$ cat src/rtl/pipeline_hazard_controller.sv
// ---------------------------------------------------------------------------
// pipeline_hazard_controller
//
// Purpose: hazard unit for a 5-stage pipeline with delayed branches.
// It has three jobs:
//   - operand forwarding: chooses the source of each ID operand. Priority is
//     EX, then MEM, then WB, then the register file.
//   - load-use stalls: holds PC, nPC and IF/ID for one cycle and injects a
//     NOP into ID/EX.
//   - annulled branches: a two-state FSM (RUN/ANNUL) that turns the delay
//     slot into a NOP.
//
// Ports:
//   Clk                         pipeline clock, rising edge
//   R                           asynchronous reset, active low
//   ID_rs1/ID_rs2/ID_rd         ID-stage source register fields
//                               (ID_rd is the store-data source)
//   ID_use_rs1/_rs2/_rd         the matching source field is really read
//   ID_B_instr                  branch in ID
//   ID_29_a                     annul bit of that branch
//   ID_cond_true                branch condition is met
//   ID_cond_always              branch is BA-type
//   EX_RD/MEM_RD/WB_RD          destination register of each later stage
//   EX/MEM/WB_RF_enable         that stage writes the register file
//   EX_load_instr               the instruction in EX is a load
//   LE                          load enable for PC, nPC and IF/ID
//   S                           1 = inject a NOP into ID/EX
//   Branch_sel                  1 = nPC loads the branch target
//   FWD_PA/FWD_PB/FWD_PD        operand source: 00 RF, 01 EX, 10 MEM, 11 WB
//   Stall_count/Annul_count     saturating statistics counters
//                               (present only with HAZARD_STATS_EN)
//
// Configuration: define HAZARD_STATS_EN to build the statistics counters.
// ---------------------------------------------------------------------------
module pipeline_hazard_controller (
    input  logic        Clk,
    input  logic        R,
    input  logic [4:0]  ID_rs1,
    input  logic [4:0]  ID_rs2,
    input  logic [4:0]  ID_rd,
    input  logic        ID_use_rs1,
    input  logic        ID_use_rs2,
    input  logic        ID_use_rd,
    input  logic        ID_B_instr,
    input  logic        ID_29_a,
    input  logic        ID_cond_true,
    input  logic        ID_cond_always,
    input  logic [4:0]  EX_RD,
    input  logic [4:0]  MEM_RD,
    input  logic [4:0]  WB_RD,
    input  logic        EX_RF_enable,
    input  logic        MEM_RF_enable,
    input  logic        WB_RF_enable,
    input  logic        EX_load_instr,
    output logic        LE,
    output logic        S,
    output logic        Branch_sel,
    output logic [1:0]  FWD_PA,
    output logic [1:0]  FWD_PB,
    output logic [1:0]  FWD_PD
`ifdef HAZARD_STATS_EN
    ,
    output logic [15:0] Stall_count,
    output logic [15:0] Annul_count
`endif
);

    localparam logic ST_RUN   = 1'b0;
    localparam logic ST_ANNUL = 1'b1;

    logic state;
    logic state_next;
    logic load_use;
    logic annul_req;
    logic le_int;
    logic s_int;
    logic bsel_int;

    // Returns the forwarding select for one operand. Register r0 and unused
    // fields always read the register file.
    function automatic logic [1:0] fwd_sel(
        input logic [4:0] src,
        input logic       used,
        input logic [4:0] ex_rd,
        input logic       ex_en,
        input logic [4:0] mem_rd,
        input logic       mem_en,
        input logic [4:0] wb_rd,
        input logic       wb_en
    );
        logic [1:0] sel;
        sel = 2'b00;
        if (used && (src != 5'd0)) begin
            if (ex_en && (ex_rd == src))
                sel = 2'b01;
            else if (mem_en && (mem_rd == src))
                sel = 2'b10;
            else if (wb_en && (wb_rd == src))
                sel = 2'b11;
        end
        return sel;
    endfunction

    // A load in EX whose result is needed by ID. The check is masked while
    // annulling, because the NOP injected in that cycle consumes nothing.
    always_comb begin
        load_use = 1'b0;
        if ((state == ST_RUN) && EX_load_instr && EX_RF_enable && (EX_RD != 5'd0)) begin
            load_use = (ID_use_rs1 && (ID_rs1 == EX_RD)) ||
                       (ID_use_rs2 && (ID_rs2 == EX_RD)) ||
                       (ID_use_rd  && (ID_rd  == EX_RD));
        end
    end

    // A stall holds the branch in ID, so both the branch decision and the
    // annul request wait until the stall cycle has passed.
    always_comb begin
        le_int     = 1'b1;
        s_int      = 1'b0;
        bsel_int   = 1'b0;
        annul_req  = 1'b0;
        state_next = ST_RUN;
        if (state == ST_ANNUL) begin
            s_int = 1'b1;
        end else if (load_use) begin
            le_int = 1'b0;
            s_int  = 1'b1;
        end else if (ID_B_instr) begin
            bsel_int  = ID_cond_true | ID_cond_always;
            annul_req = ID_29_a & (~ID_cond_true | ID_cond_always);
        end
        if (annul_req)
            state_next = ST_ANNUL;
    end

    always_ff @(posedge Clk or negedge R) begin
        if (!R)
            state <= ST_RUN;
        else
            state <= state_next;
    end

    // While reset is held, the outputs are forced to the stalled, safe values.
    // This does not wait for a clock edge.
    always_comb begin
        LE         = R ? le_int   : 1'b0;
        S          = R ? s_int    : 1'b1;
        Branch_sel = R ? bsel_int : 1'b0;
        FWD_PA     = R ? fwd_sel(ID_rs1, ID_use_rs1, EX_RD, EX_RF_enable,
                                 MEM_RD, MEM_RF_enable, WB_RD, WB_RF_enable) : 2'b00;
        FWD_PB     = R ? fwd_sel(ID_rs2, ID_use_rs2, EX_RD, EX_RF_enable,
                                 MEM_RD, MEM_RF_enable, WB_RD, WB_RF_enable) : 2'b00;
        FWD_PD     = R ? fwd_sel(ID_rd, ID_use_rd, EX_RD, EX_RF_enable,
                                 MEM_RD, MEM_RF_enable, WB_RD, WB_RF_enable) : 2'b00;
    end

`ifdef HAZARD_STATS_EN
    function automatic logic [15:0] sat_inc(input logic [15:0] v);
        return (v == 16'hFFFF) ? v : v + 16'd1;
    endfunction

    always_ff @(posedge Clk or negedge R) begin
        if (!R) begin
            Stall_count <= 16'd0;
            Annul_count <= 16'd0;
        end else begin
            if (load_use)
                Stall_count <= sat_inc(Stall_count);
            if (state == ST_ANNUL)
                Annul_count <= sat_inc(Annul_count);
        end
    end
`endif

endmodule

$ cat config.mk
export PLATFORM = sky130hd
export DESIGN_NAME = pipeline_hazard_controller
export DESIGN_NICKNAME = d
export VERILOG_FILES = /design/src/rtl/pipeline_hazard_controller.sv
export SDC_FILE = /design/constraint.sdc
export NUM_CORES = 1
export LEC_CHECK = 0
export ABC_AREA = 1
export CORE_ASPECT_RATIO = 0.7
export CORE_MARGIN = 2
export CORE_UTILIZATION = 29
export DETAILED_ROUTE_END_ITERATION = 8
export GPL_TIMING_DRIVEN = 0
export PLACE_DENSITY = 0.73
export SLEW_MARGIN = 15
export SYNTH_ARGS = -nofsm -noshare
export SYNTH_HDL_FRONTEND = slang
export SYNTH_SLANG_ARGS = --single-unit
$ cat constraint.sdc
create_clock -name Clk -period 1.3 [get_ports Clk]
set_clock_uncertainty 0.15 [all_clocks]
set_input_delay 0.195 -clock Clk [delete_from_list [all_inputs] [get_ports Clk]]
set_output_delay 0.195 -clock Clk [all_outputs]
set_load 0.02 [all_outputs]
# Word-level counts from Yosys, hierarchy flattened
# Index checks and enable logic that the tools add are counted.
# Widths: inputs -> output; s select.
[classes]
bitwise_logic = 5
n_eq_ne = 12
n_reduce_logical = 24
n_mux = 30
[ops]
columns = ["operator", "n"]
rows = [
  ["$eq 5x5->1", 12],
  ["$mux 2", 15],
  ["$reduce_bool 5->1", 4],
  ["$logic_and 1x1->1", 18],
  ["$mux 1", 15],
  ["$logic_or 1x1->1", 2],
  ["$not 1->1", 2],
  ["$or 1x1->1", 2],
  ["$and 1x1->1", 1],
]
[totals]
ff_bits = 1
inputBits = 43
out_inout_bits = 9

# Depth between registers and ports, before layout
# Gate-level depths: netlist (run 1).
[logic_depth]
word_depth = 8
mapped_depth = 9

# Worst setup path before layout (run 1)
# Ideal clock, no wire load.
[synth_timing]
path_kind = "input to output"
start = "input ID_rs1[3]"
end = "output LE"
required_time_ns = 0.955
arrival_ns = 1.155
path_buffers = 0
setup_slack_ns = -0.200
path_stages = 7
path_cell_list = "inv_1 -> nand2_1 -> nand2_1 -> nor2_1 -> nand4_1 -> nand3_2 -> a21boi_0"
[synth_between]
elab_chain_len = 8
[synth_lines]
columns = ["element", "line", "source"]
rows = [
  ["start, declared", "38", "input logic [4:0] ID_rs1,"],
  ["$eq 5x5->1", "109", "load_use = (ID_use_rs1 && (ID_rs1 == EX_RD)) ||"],
  ["$logic_and 1x1->1", "109", ""],
  ["$logic_or 1x1->1", "109", ""],
  ["$logic_or 1x1->1", "110", "(ID_use_rs2 && (ID_rs2 == EX_RD)) ||"],
  ["$mux 1", "108", "if ((state == ST_RUN) && EX_load_instr && EX_RF_enable && (EX_RD != 5'd0)) begin"],
  ["$mux 1", "125", "end else if (load_use) begin"],
  ["$mux 1", "123", "if (state == ST_ANNUL) begin"],
  ["$mux 1", "146", "LE = R ? le_int : 1'b0;"],
  ["end, declared", "55", "output logic LE,"],
]
# Every way passes these cells.

# Final worst setup path (run 1)
[layout_timing]
start = "input ID_rd[1]"
end = "output Branch_sel"
[layout_between]
elab_chain_len = 7
[layout_lines]
columns = ["element", "line", "source"]
rows = [
  ["start, declared", "40", "input logic [4:0] ID_rd,"],
  ["$eq 5x5->1", "111", "(ID_use_rd && (ID_rd == EX_RD));"],
  ["$logic_and 1x1->1", "111", ""],
  ["$logic_or 1x1->1", "110", ""],
  ["$mux 1", "108", ""],
  ["$mux 1", "125", ""],
  ["$mux 1", "123", ""],
  ["$mux 1", "148", "Branch_sel = R ? bsel_int : 1'b0;"],
  ["end, declared", "57", "output logic Branch_sel,"],
]
# Every way passes these cells.

==> results of run 1 <==
==> final cells by class <==
type                    instances  area, um^2
fillers                       239         993
inverters                      30         145
multi-input cells             132         962
flip-flops and latches          1        25.0
well taps                      36        45.0
repair buffers                 61         652
==> layer usage <==
layer	vias up	part of all wire [%]	GRT usage, %
met1	638	44	32.3
met4	0	0.98	1.96
met2	75	47	34.1
met5	-	0	0
li1	684	-	-
met3	6	8.0	1.43
==> cell usage in the layout (no fill, tap or decap), types with 3 or more instances in the layout <==
cell	count
sky130_fd_sc_hd__dlygate4sd2_1	4
sky130_fd_sc_hd__buf_8	6
sky130_fd_sc_hd__xor2_1	7
sky130_fd_sc_hd__inv_4	11
sky130_fd_sc_hd__nand2_2	7
sky130_fd_sc_hd__o22ai_2	6
sky130_fd_sc_hd__inv_2	10
sky130_fd_sc_hd__clkdlybuf4s50_1	5
sky130_fd_sc_hd__o22ai_1	5
sky130_fd_sc_hd__nor2_2	7
sky130_fd_sc_hd__o21ai_0	3
sky130_fd_sc_hd__nand3b_1	3
sky130_fd_sc_hd__buf_6	19
sky130_fd_sc_hd__inv_1	8
sky130_fd_sc_hd__nand2_1	37
sky130_fd_sc_hd__buf_2	5
sky130_fd_sc_hd__nand4_1	8
sky130_fd_sc_hd__a21oi_1	5
sky130_fd_sc_hd__nor3_2	3
sky130_fd_sc_hd__buf_12	5
sky130_fd_sc_hd__buf_4	14
sky130_fd_sc_hd__xor2_2	4
sky130_fd_sc_hd__a21oi_2	6
sky130_fd_sc_hd__nand3_1	5
sky130_fd_sc_hd__nor2_1	3
==> through the flow <==
stage | TNS [ns] | total power [uW] | cell area (um^2) | util, %
finish | -1.81 | 628 | 1830 | 64.8
CTS | -1.57 | 541 | 1640 | 58.2
global route | -2.36 | 670 | 1830 | 64.8
global placement | -10.60 | 466 | 1460 | 51.6
detailed placement | -10.59 | 467 | 1460 | 51.6
floorplan | 0 | 231 | 902 | -
==> cells by family after synthesis <==
logic type,Yosys count
simple gates,83
compound gates,35
buf+inv,30
xor+xnor,14
flops,1
==> worst max-delay path: stages <==
cell                      delay, ns
sky130_fd_sc_hd__buf_12        0.11
sky130_fd_sc_hd__nand2_1       0.07
sky130_fd_sc_hd__nand2_1       0.07
sky130_fd_sc_hd__nor2_2        0.16
sky130_fd_sc_hd__nand4_1       0.15
sky130_fd_sc_hd__nand3_2       0.13
sky130_fd_sc_hd__nand2_2       0.08
sky130_fd_sc_hd__nand3_4       0.08
sky130_fd_sc_hd__nor2_4        0.03
sky130_fd_sc_hd__buf_6         0.13
==> worst max path at each step <==
stage	startpoint	endpoint	slack [ns]	cells past startpoint
after floorplan	EX_RD[0]	Branch_sel	0.001	9
after global placement	EX_RD[0]	S	-1.24	10
after detailed placement	EX_RD[0]	S	-1.22	10
after CTS	ID_rd[2]	Branch_sel	-0.22	9
after global routing	WB_RF_enable	FWD_PD[1]	-0.31	9
final	ID_rd[1]	Branch_sel	-0.26	10
==> power by group through the flow <==
stage                     Sequential [uW]  Clock (uW)  Combinational, uW
after global routing                 33.9           0                636
after floorplan                      33.7           0                197
after CTS                            33.9           0                507
after detailed placement             33.9           0                433
after global placement               33.8           0                432
final                                33.9           0                594
==> timing repair <==
item / CTS / global route
gates resized for setup: 265 / 48
setup endpoints to repair: 10 / 10
buffers inserted: 8 / 1
hold buffers: 1 / 0
cloned: 0 / 0
pin swaps: 38 / 28
hold endpoints to repair: 1 / 0
==> impl_summary.log, run 1 <==
[metrics] status: complete, but fails checks
[metrics] violated checks: setup timing
[metrics] Int Power: 328 uW
[metrics] Die Y-Extent: 49.7 um
[metrics] setup slack on the worst flop-to-flop path: 0.27 ns
[metrics] registers with the most flip-flops: state (1)
[metrics] max-cap check violation count: 0
[metrics] Die Footprint: 3440 um^2
[metrics] synthesis-to-layout area growth: 112%
[metrics] fraction of the mapped netlist area in simple logic gates: 44.5%
[metrics] Flop pwr share: 5.4%
[metrics] placer's final routability congestion estimate: 0.911
[metrics] share of power burned in combinational logic: 94.6%
[metrics] latest clock arrival within the worst-skew pair: 0 ns
[metrics] Yosys top cell by area: sky130_fd_sc_hd__nand2_1
[metrics] Switch Pwr: 299 uW
[metrics] element type at the critical path start: input port
[metrics] core box area: 2820 um^2
[metrics] placement-stage worst setup slack: -1.22 ns
[metrics] main combinational cell family by area after synthesis: simple AND/OR/NAND/NOR gates
[metrics] overall global routing resource usage: 21.3%
[metrics] FFs w/ async S/R, synth: 100%
[metrics] Max Fclk: 0.642 GHz
[metrics] HPWL Detailed: 2810 um
[metrics] transition at the pin with the smallest max-transition slack: 0.359 ns
[metrics] Avg Vias per Cell: 5.40
[metrics] Mapped Nets: 206
[metrics] Initial DRT Pass Iterations: 4
[metrics] CP Data Required Time: 0.95 ns
[metrics] count of endpoints failing hold in the final timing report: 0
[metrics] pin count of the biggest net entering global routing: 7
[metrics] nature of the critical path endpoint: primary output
[metrics] post-synthesis share of cell area spent on full adders, half adders and majority gates: 0%
[metrics] total number of vias: 1403
[metrics] Cell Count Post-Placement: 250
[metrics] number of library cell types mapped by synthesis: 22
[metrics] number of enable-type register cells in the synthesized netlist: 0
[metrics] total inserted antenna cells: 0
[metrics] wire length of the first global-routing pass: 6040 um
[metrics] initial standard-cell utilization of the core: 30.6%
[metrics] Leak: 0.000844 uW
[metrics] portion of the post-synthesis area used by sequential elements: 2.90%
[metrics] ranking of synthesized cells by area: sky130_fd_sc_hd__nand2_1 (19%), sky130_fd_sc_hd__inv_1 (12%), sky130_fd_sc_hd__xor2_1 (11%), sky130_fd_sc_hd__o22ai_1 (8.0%), sky130_fd_sc_hd__a21oi_1 (7.0%)
[metrics] cell area after synthesis: 863 um^2
[metrics] multiplexer area fraction after synthesis: 0%
[metrics] part of the total power dissipated in the clock network: 0%
[metrics] reg-to-reg endpoint: state$_DFF_PN0_
[metrics] FP Rows: 16
[metrics] setup slack after layout: -0.258 ns
[metrics] CP Data Arrival Time: 1.21 ns
[metrics] Hold Path End: state$_DFF_PN0_
[metrics] crit path kind: input port to primary output
[metrics] cell depth of the worst min-delay path: 3
[metrics] number of placed I/O pins: 52
[metrics] unrepaired setup endpoints after global routing: yes
[metrics] number of design-rule violations left by the first detailed-router iteration: 154
[metrics] Max rail drop VDD: 0.171 mV
[metrics] minimum hold slack: 0.452 ns
[metrics] switch share: 47.7%
[metrics] Congestion Overflow GR: 0
[metrics] Synth warnings: 0
[metrics] cell types with the highest counts after synthesis: sky130_fd_sc_hd__nand2_1 (43), sky130_fd_sc_hd__inv_1 (27), sky130_fd_sc_hd__a21oi_1 (12), sky130_fd_sc_hd__o22ai_1 (11), sky130_fd_sc_hd__xor2_1 (11)
[metrics] count of mapped cells out of synthesis: 163
[metrics] classification of the worst-slack hold path: flop to flop
[metrics] Avg WL per Cell: 14.9 um
[metrics] share of the synthesized area in the top cell type: 18.7%
[metrics] shortest clock period the worst path allows after layout: 1.56 ns
[metrics] flip-flop count of the largest register, all copies and words added: 1
[metrics] number of port buffers: 51
[metrics] most instantiated library cell after synthesis: sky130_fd_sc_hd__nand2_1
[metrics] largest fanout on the critical path: 5
[metrics] layout cells sized above 1: 54.0%
[metrics] post-synthesis compound-gate area fraction: 25.4%
[metrics] flip-flop cell with the highest count after synthesis: sky130_fd_sc_hd__dfrtp_1
[metrics] areal power density over the cells: 343 nW/um^2
[metrics] Clk pin slew, worst setup/hold paths: 0 ns
[metrics] post-synthesis share of cell area spent on xor and xnor gates: 14.2%
[metrics] pins over their slew limit: 0
[metrics] number of antenna violations at the first check in global routing: 0
[metrics] critical hold path startpoint: state$_DFF_PN0_
[metrics] post-synthesis register bit count: 1
[metrics] relative max-transition margin: 76.0%
[metrics] Post-Route WL: 3860 um
[metrics] antenna viol nets, final: 0
[metrics] Final nets: 269
[metrics] Non-Filler Instances: 260
[metrics] Setup violations, final: 9
[metrics] Die X-Extent: 69.2 um
[metrics] number of global-route vias before repair: 1266
[metrics] largest register by flop count: state
[metrics] post-route fraction of the period consumed by the critical path: 120%
[metrics] start of the worst register-to-register path: state$_DFF_PN0_
[metrics] number of cells traversed by the worst register-to-register path: 4
[metrics] post-route DRC violation count: 0
[metrics] mean instance size in the synthesized netlist: 5.30 um^2
Note: power is estimated with default switching activity, not from simulation.
==> run 2: changes to the inputs <==
- CORE_MARGIN: 2 -> not set
==> impl_summary.log, run 2 (same netlist as run 1, synthesis figures left out) <==
[metrics] HPWL Detailed: 2790 um (-0.92%)
[metrics] number of global-route vias before repair: 1149 (-9.2%)
[metrics] Die Y-Extent: 47.7 um (-4.0%)
[metrics] placement-stage worst setup slack: -1.24 ns (-0.0233 ns)
[metrics] wire length of the first global-routing pass: 5560 um (-7.9%)
[metrics] Congestion Overflow GR: 0 (unchanged)
[metrics] Die Footprint: 3200 um^2 (-6.8%)
[metrics] total number of vias: 1386 (-1.2%)
[metrics] initial standard-cell utilization of the core: 30.8% (+0.22 points)
[metrics] post-route DRC violation count: 0 (unchanged)
[metrics] Initial DRT Pass Iterations: 4 (unchanged)
[metrics] registers with the most flip-flops: state (1)
[metrics] overall global routing resource usage: 23.6% (+2.3 points)
[metrics] layout cells sized above 1: 58.9% (+4.9 points)
[metrics] FP Rows: 16 (unchanged)
[metrics] largest register by flop count: state
[metrics] pins over their slew limit: 0 (unchanged)
[metrics] CP Data Arrival Time: 1.21 ns (about the same)
[metrics] core box area: 2800 um^2 (-0.71%)
[metrics] Post-Route WL: 4190 um (+8.4%)
[metrics] Setup violations, final: 9 (unchanged)
[metrics] largest fanout on the critical path: 4 (-1)
[metrics] nature of the critical path endpoint: primary output
[metrics] Non-Filler Instances: 267 (+2.7%)
[metrics] transition at the pin with the smallest max-transition slack: 0.350 ns (-0.00900 ns)
[metrics] utilization after layout: 72.1% (+7.2 points)
[metrics] pin count of the biggest net entering global routing: 7 (unchanged)
[metrics] setup slack after layout: -0.252 ns (+0.00639 ns)
[metrics] synthesis-to-layout area growth: 134%
[metrics] Avg WL per Cell: 15.7 um (+5.5%)
[metrics] element type at the critical path start: input port
[metrics] areal power density over the cells: 353 nW/um^2 (+2.8%)
[metrics] shortest clock period the worst path allows after layout: 1.55 ns (-0.00639 ns)
[metrics] Die X-Extent: 67.2 um (-2.9%)
[metrics] violated checks: setup timing
[metrics] CP Data Required Time: 0.95 ns (about the same)
[metrics] relative max-transition margin: 76.6% (+0.60 points)
[metrics] number of antenna violations at the first check in global routing: 0 (unchanged)
[metrics] crit path kind: input port to primary output
[metrics] placer's final routability congestion estimate: 0.906 (-0.55%)
[metrics] flip-flop count of the largest register, all copies and words added: 1 (unchanged)
[metrics] status: complete, but fails checks
[metrics] number of design-rule violations left by the first detailed-router iteration: 58 (-62%)
[metrics] count of endpoints failing hold in the final timing report: 0 (unchanged)
[metrics] Leak: 0.000907 uW (+7.5%)
[metrics] number of port buffers: 51 (unchanged)
[metrics] Cell Count Post-Placement: 250 (unchanged)
[metrics] number of placed I/O pins: 52 (unchanged)
[metrics] max-cap check violation count: 0 (unchanged)
[metrics] Avg Vias per Cell: 5.19 (-3.8%)
[metrics] latest clock arrival within the worst-skew pair: 0 ns (unchanged)
[metrics] Max Fclk: 0.644 GHz (+0.41%)
[metrics] post-route fraction of the period consumed by the critical path: 119% (-0.49 points)
[metrics] total power consumption of the routed design: 712 uW (+14%)
[metrics] Clk pin slew, worst setup/hold paths: 0 ns (unchanged)
[metrics] Max rail drop VDD: 0.196 mV (+15%)
[metrics] total inserted antenna cells: 0 (unchanged)
[metrics] commonest non-fill, non-tap cell in the layout: sky130_fd_sc_hd__nand2_1
[metrics] Final nets: 276 (+2.6%)
[metrics] antenna viol nets, final: 0 (unchanged)
[metrics] unrepaired setup endpoints after global routing: yes
[metrics] commonest cells after routing, fill and taps aside: sky130_fd_sc_hd__nand2_1 (30), sky130_fd_sc_hd__buf_4 (26), sky130_fd_sc_hd__buf_6 (16)
[metrics] classification of the worst-slack hold path: flop to flop
## run 2: cell types whose count changed in the layout (fill, tap and decap cells not counted), sizes merged
cell,before,now
buf,49,56
clkbuf,0,1
clkdlybuf4s15,2,1
clkinv,0,1
inv,30,29
## run 2: per-stage QoR
stage          TNS [ns]  instance area, um^2  hold WS [ns]
3_3_place_gp     -10.68                 1460         0.332
4_1_cts           -1.62                 1710         0.440
5_1_grt           -2.13                 2020         0.487
6_report          -1.62                 2020         0.419
2_1_floorplan         0                  902        -0.251
3_5_place_dp     -10.69                 1460         0.330
## run 2: repair_timing
action / CTS / global route
setup endpoints to repair: 10 / 10
pin swaps: 35 / 37
setup buffers: 8 / 8
resized for setup: 278 / 64
endpoints found under the hold margin: 1 / 0
hold buffers: 1 / 0
## run 2: metal layers
layer	part of all wire [%]	GRT usage [%]	up-vias
met1	45	36.0	631
met2	48	38.4	54
met3	5.5	0.476	4
met5	0	0	-
li1	-	-	697
met4	0.53	1.70	0
## run 2: path summary, 6_finish.rpt
path,cells after the start,slack [ns],startpoint,end
worst max register to register,4,0.26,state$_DFF_PN0_,state$_DFF_PN0_
min in group asynchronous,2,0.64,R,state$_DFF_PN0_
worst max-delay path,11,-0.25,ID_rd[0],Branch_sel
worst min register to register,3,0.42,state$_DFF_PN0_,state$_DFF_PN0_
max in group asynchronous,2,0.24,R,state$_DFF_PN0_
worst min-delay path,3,0.42,state$_DFF_PN0_,state$_DFF_PN0_
## run 2: critical path, stage by stage
cell and delay [ns]:
sky130_fd_sc_hd__buf_8 0.12, sky130_fd_sc_hd__inv_6 0.07, sky130_fd_sc_hd__nand2_2 0.05, sky130_fd_sc_hd__nand2_2 0.09, sky130_fd_sc_hd__nor2_4 0.04, sky130_fd_sc_hd__nand4_1 0.11, sky130_fd_sc_hd__nand3_2 0.12, sky130_fd_sc_hd__nand2_2 0.10
sky130_fd_sc_hd__nand3_4 0.08, sky130_fd_sc_hd__nor2_4 0.11, sky130_fd_sc_hd__buf_6 0.12
## run 2: cell type report
type / count / area, um^2
multi-input combinational: 132 / 1060
fill: 202 / 783
timing repair buffer: 68 / 717
inverter: 30 / 168
tap: 36 / 45.0
sequential: 1 / 25.0
## run 2: power by group
part | total [uW] | internal (uW) | leakage (uW) | switching [uW]
Combinational | 679 | 338 | 0.000894 | 341
Clock | 0 | 0 | 0 | 0
Sequential | 33.7 | 33.4 | 0.0000133 | 0.357
